<file path="src/rtl/cordic_pkg.sv">
// Shared definitions for the CORDIC scheduler: Q1.6 data format, default core
// latency and the in-flight tag carried alongside each operation.
package cordic_pkg;

    localparam int CORE_LAT_DEF = 12;

    localparam int Q_WIDTH     = 8;
    localparam int Q_INT_BITS  = 1;
    localparam int Q_FRAC_BITS = 6;

    localparam int TAG_ID_W = 3;

    typedef struct packed {
        logic                valid;
        logic [TAG_ID_W-1:0] id;
    } cordic_tag_t;

endpackage

</file>
<file path="src/rtl/cordic_rr_arbiter.sv">
// Combinational round-robin arbiter: first eligible requester at or after rr_ptr.
module cordic_rr_arbiter #(
    parameter int NUM_REQ = 4,
    parameter int PW      = $clog2(NUM_REQ)
) (
    input  logic [NUM_REQ-1:0] eligible,
    input  logic [PW-1:0]      rr_ptr,
    output logic [NUM_REQ-1:0] grant,
    output logic [PW-1:0]      grant_idx
);

    logic          found;
    logic [PW-1:0] idx;
    int            pos;

    always_comb begin
        grant     = '0;
        grant_idx = '0;
        found     = 1'b0;
        idx       = '0;
        pos       = 0;
        for (int i = 0; i < NUM_REQ; i++) begin
            pos = int'(rr_ptr) + i;
            if (pos >= NUM_REQ) pos = pos - NUM_REQ;
            idx = PW'(pos);
            if (!found && eligible[idx]) begin
                found      = 1'b1;
                grant[idx] = 1'b1;
                grant_idx  = idx;
            end
        end
    end

endmodule

</file>
<file path="src/rtl/cordic_sched.sv">
// Shares one pipelined CORDIC core among NUM_REQ requesters; a tag pipeline
// matched to the core latency routes each result back to its issuer.
module cordic_sched
    import cordic_pkg::*;
#(
    parameter int DATA_WIDTH = Q_WIDTH,
    parameter int NUM_REQ    = 4,
    parameter int CORE_LAT   = CORE_LAT_DEF,
    parameter int MAX_OUT    = 4
) (
    input  logic                          clk,
    input  logic                          rst,
    input  logic [NUM_REQ-1:0]            req_valid,
    input  logic [NUM_REQ*DATA_WIDTH-1:0] req_angle,
    output logic [NUM_REQ-1:0]            req_ready,
    input  logic                          hold,
    output logic [DATA_WIDTH-1:0]         core_angle,
    input  logic [DATA_WIDTH-1:0]         core_cos,
    input  logic [DATA_WIDTH-1:0]         core_sin,
    output logic [NUM_REQ-1:0]            res_valid,
    output logic [DATA_WIDTH-1:0]         res_cos,
    output logic [DATA_WIDTH-1:0]         res_sin,
    output logic                          busy
);

    localparam int PW = $clog2(NUM_REQ);
    localparam int CW = $clog2(MAX_OUT + 1);

    logic [NUM_REQ-1:0]    eligible;
    logic [NUM_REQ-1:0]    grant;
    logic [NUM_REQ-1:0]    retire_hit;
    logic [PW-1:0]         grant_idx;
    logic [PW-1:0]         rr_ptr;
    logic [DATA_WIDTH-1:0] grant_angle;
    logic                  issue;
    logic [CW-1:0]         outstanding [NUM_REQ];

    // Stage 0 is aligned with core_angle; stage CORE_LAT lines up with core results.
    cordic_tag_t tag_pipe [CORE_LAT+1];

    always_comb begin
        eligible = '0;
        for (int k = 0; k < NUM_REQ; k++) begin
            eligible[k] = rst && !hold && req_valid[k] && (outstanding[k] < CW'(MAX_OUT));
        end
    end

    cordic_rr_arbiter #(
        .NUM_REQ (NUM_REQ),
        .PW      (PW)
    ) u_arb (
        .eligible  (eligible),
        .rr_ptr    (rr_ptr),
        .grant     (grant),
        .grant_idx (grant_idx)
    );

    assign req_ready = grant;
    assign issue     = |grant;

    always_comb begin
        grant_angle = '0;
        for (int k = 0; k < NUM_REQ; k++) begin
            if (grant[k]) grant_angle = req_angle[k*DATA_WIDTH +: DATA_WIDTH];
        end
    end

    always_comb begin
        retire_hit = '0;
        for (int k = 0; k < NUM_REQ; k++) begin
            retire_hit[k] = tag_pipe[CORE_LAT].valid && (tag_pipe[CORE_LAT].id == TAG_ID_W'(k));
        end
    end

    always_ff @(posedge clk or negedge rst) begin
        if (!rst) begin
            rr_ptr     <= '0;
            core_angle <= '0;
            res_valid  <= '0;
            res_cos    <= '0;
            res_sin    <= '0;
            for (int i = 0; i <= CORE_LAT; i++) tag_pipe[i] <= '0;
        end else begin
            if (issue) begin
                rr_ptr     <= (grant_idx == PW'(NUM_REQ - 1)) ? '0 : grant_idx + 1'b1;
                core_angle <= grant_angle;
            end
            tag_pipe[0].valid <= issue;
            tag_pipe[0].id    <= TAG_ID_W'(grant_idx);
            for (int i = 1; i <= CORE_LAT; i++) tag_pipe[i] <= tag_pipe[i-1];
            res_valid <= retire_hit;
            if (tag_pipe[CORE_LAT].valid) begin
                res_cos <= core_cos;
                res_sin <= core_sin;
            end
        end
    end

    always_ff @(posedge clk or negedge rst) begin
        if (!rst) begin
            for (int k = 0; k < NUM_REQ; k++) outstanding[k] <= '0;
        end else begin
            for (int k = 0; k < NUM_REQ; k++) begin
                if (grant[k] && !retire_hit[k])
                    outstanding[k] <= outstanding[k] + 1'b1;
                else if (!grant[k] && retire_hit[k])
                    outstanding[k] <= outstanding[k] - 1'b1;
            end
        end
    end

    always_comb begin
        busy = |res_valid;
        for (int i = 0; i <= CORE_LAT; i++) busy = busy | tag_pipe[i].valid;
    end

endmodule
</file>
<file path="config.mk">
export PLATFORM = sky130hd
export DESIGN_NAME = cordic_sched
export DESIGN_NICKNAME = d
export VERILOG_FILES = /design/src/rtl/cordic_pkg.sv /design/src/rtl/cordic_rr_arbiter.sv /design/src/rtl/cordic_sched.sv
export SDC_FILE = /design/constraint.sdc
export NUM_CORES = 1
export LEC_CHECK = 0
export CORE_ASPECT_RATIO = 1.75
export CORE_MARGIN = 3
export CORE_UTILIZATION = 50
export CTS_CLUSTER_SIZE = 28
export DETAILED_ROUTE_END_ITERATION = 8
export PLACE_DENSITY = 0.8
export SYNTH_ARGS = -nofsm -noshare
export SYNTH_HDL_FRONTEND = slang
export SYNTH_SLANG_ARGS = --single-unit
</file>
<file path="constraint.sdc">
create_clock -name clk -period 4.85 [get_ports clk]
set_input_delay 1.455 -clock clk [delete_from_list [all_inputs] [get_ports clk]]
set_output_delay 1.455 -clock clk [all_outputs]
set_load 0.05 [all_outputs]
</file>
==> flow_metrics.env <==
export IMPL_drt_antenna_violating_nets=0
export IMPL_dieArea_um2=8600
export IMPL_die_h_um=120
export IMPL_fin_skew_ns=0.00299
export IMPL_ir_drop_uv=274
export IMPL_p_per_area_nw_per_um2=552
export IMPL_synth_avg_cell_area_um2=12.6
export IMPL_vias=2927
export IMPL_slew_headroom=0.368
export IMPL_start_util=0.518
export IMPL_max_freq_ghz=0.208
export IMPL_synth_seq_area_share=0.541
export IMPL_power_w=0.00294
export IMPL_min_path_type="reg -> reg"
export IMPL_setup_viol=0
export IMPL_cts_made_buffers=9
export IMPL_synth_nets=367
export IMPL_grt_overflow=0
export IMPL_tns_ns=0
export IMPL_cts_root_buf="clkbuf_16"
export IMPL_boundaryPins=88
export IMPL_vias_per_cell=5.66
export IMPL_startpoint_type="input port"
export IMPL_core_area_um2=7230
export IMPL_synth_ff_type="dfrtp_1"
export IMPL_drt_total_wl_um=9900
export IMPL_status="finished, final reports clean"
export IMPL_yosysTopAreaCell="dfrtp_1"
export IMPL_fin_nets=496
export IMPL_wire_per_inst_um=19.1
export IMPL_syn_inst=297
export IMPL_grt_setup_unrepaired="false"
export IMPL_fillers=478
export IMPL_clk_latency_ns=0.33
export IMPL_yosys_area_top_type_share=0.541
export IMPL_grt_start_max_net_pins=82
export IMPL_tritoncts="built"
export IMPL_syn_to_final_growth_pct=42.2
export IMPL_grt_pass1_vias=3221
export IMPL_grt_pass1_wl_um=15900
export IMPL_antenna_found_initial=0
export IMPL_die_x_um=71.4
export IMPL_rows=41
export IMPL_yosys_top_cells_count="81 x dfrtp_1, 21 x mux2_2, 20 x inv_1"
export IMPL_portBuffers=87
export IMPL_drt_iter0_drc=110
export IMPL_end_kind="output port"
export IMPL_required_ns=3.39
export IMPL_final_util=0.736
export IMPL_synth_edf_count=0
export IMPL_synth_area_leaders="dfrtp_1 54%, mux2_2 6.3%, mux4_2 4.2%"
export IMPL_drcViolationCount=0
export IMPL_arrival_ns=3.36
export IMPL_slew_violations=0
export IMPL_grt_use_total=0.244
export IMPL_min_period_ns=4.81
export IMPL_post_route_cells_drive_above_1_share=0.246
export IMPL_first_pass_iters=4
export IMPL_yosysWarnings=0
export IMPL_synth_seq_cells=81
export IMPL_whs_path_depth=0
export IMPL_cp_max_fo=5
export IMPL_diodes=0
export IMPL_cts_sinks=81
export IMPL_synth_area_um2=3740
export IMPL_async_flop_share=1.00
export IMPL_finalHoldViolCount=0
export IMPL_place_inst=486
export IMPL_dp_hpwl_um=7180
export IMPL_drv_cap=0
export IMPL_cts_hold_buf=0
export IMPL_max_slew_worst_pin_slew_ns=0.949
export IMPL_clk_pin_slew_ns=0.06
export IMPL_ys_types=46
export IMPL_rr_worst_depth=18
export IMPL_power_leakage_nw=2.31
export IMPL_ctsLongestPathBuffers=2
export IMPL_gp_congestion=0.912
export IMPL_yosys_cell_count_top_type="dfrtp_1"
export IMPL_instances_no_fill=517
export IMPL_worstSetupPathType="in -> out"
export IMPL_htree_levels=3
export IMPL_min_period_over_period=0.992
critical path: stages:
cell and delay (ns):
clkdlybuf4s15_1 0.25, and4bb_2 0.29, mux4_2 0.54, a222oi_1 0.36, buf_4 0.18, nand2_1 0.10
buf_6 0.17
registers in the layout (all words and copies together), names as in the netlist, named ones only:
signal       count
tag_pipe        39
core_angle       8
res_cos          8
outstanding     12
res_valid        4
res_sin          8
rr_ptr           1
worst paths after layout:
kind | to | start | slack (ns)
max reg2reg | core_angle[4]$_DFFE_PN0P_ | rr_ptr[1]$_DFFE_PN0P_ | 1.17
min reg2reg | tag_pipe[25]$_DFF_PN0_ | tag_pipe[29]$_DFF_PN0_ | 0.35
max | req_ready[0] | req_valid[1] | 0.04
min in group asynchronous | tag_pipe[4]$_DFF_PN0_ | rst | 1.53
max in group asynchronous | res_sin[1]$_DFFE_PN0P_ | rst | 2.73
min | tag_pipe[25]$_DFF_PN0_ | tag_pipe[29]$_DFF_PN0_ | 0.35
placed cells by master, fill, tap and decap left out, types with 2 or more instances in the layout:
cell type         n
dfrtp_1          81
buf_4            43
a21oi_1          14
buf_12            3
nand4bb_1         2
nand3_1           5
clkbuf_1          2
fa_1              4
a21boi_0          8
clkbuf_16         9
nand2_1          16
and4bb_2          3
mux2_2           21
inv_1            20
a31oi_1           8
xor2_1            8
nand3b_1          3
nor4_1            3
xnor2_1           6
mux4_2            7
o21ai_0           9
o31ai_1           8
a211oi_1          8
nand4_1           3
nor2_1            6
o2111ai_2         2
clkdlybuf4s50_1  77
clkinv_2          2
dlygate4sd2_1     3
nand4bb_4         2
nor3_1            9
ha_1             11
repair_timing:
item / 4_1_cts / 5_1_grt
pin swaps: 5 / 3
resized for setup: 8 / 6
buffers inserted: 13 / 2
endpoints found under the hold margin: 0 / 0
setup endpoints to repair: 4 / 4
layout make-up:
class / count / area [um^2] / area share
Clock buffer: 11 / 233 / 0.0437
Clock inverter: 5 / 56.3 / 0.0106
Inverter: 21 / 78.8 / 0.0148
Multi-Input combinational cell: 184 / 1620 / 0.304
Sequential cell: 81 / 2030 / 0.381
Tap cell: 86 / 108 / 0.0202
Timing Repair Buffer: 129 / 1210 / 0.227
power breakdown:
| part | switching [W] | total [W] | internal, W |
|---|---|---|---|
| Sequential | 0.000141 | 0.00104 | 0.000898 |
| Combinational | 0.000758 | 0.00125 | 0.000497 |
| Clock | 0.000250 | 0.000648 | 0.000397 |
| Total | 0.00115 | 0.00294 | 0.00179 |
logic make-up after synthesis:
kind of cell / after synthesis / share of synthesized area
compound gates: 64 / 0.121
xor+xnor: 14 / 0.0328
fa+ha+maj: 15 / 0.0582
buf+inv: 32 / 0.0368
flops: 81 / 0.541
mux: 28 / 0.105
simple gates: 63 / 0.105
routing by layer:
metal	GRT usage	wire [um]	up-vias
met5	0	0	-
met4	0.136	465	0
met3	0.0441	383	31
met2	0.450	5590	88
met1	0.252	3460	1471
li1	-	-	1337
through the flow:
stage          cell area (um^2)  hold WS (ns)  setup WS (ns)
2_1_floorplan              3740         0.331          0.101
3_3_place_gp               4890         0.333         -0.194
3_5_place_dp               4890         0.337         -0.243
4_1_cts                    5290         0.349        0.00780
5_1_grt                    5330         0.355        0.00707
6_report                   5330         0.349         0.0367
Power figures use the tool's default switching activity.
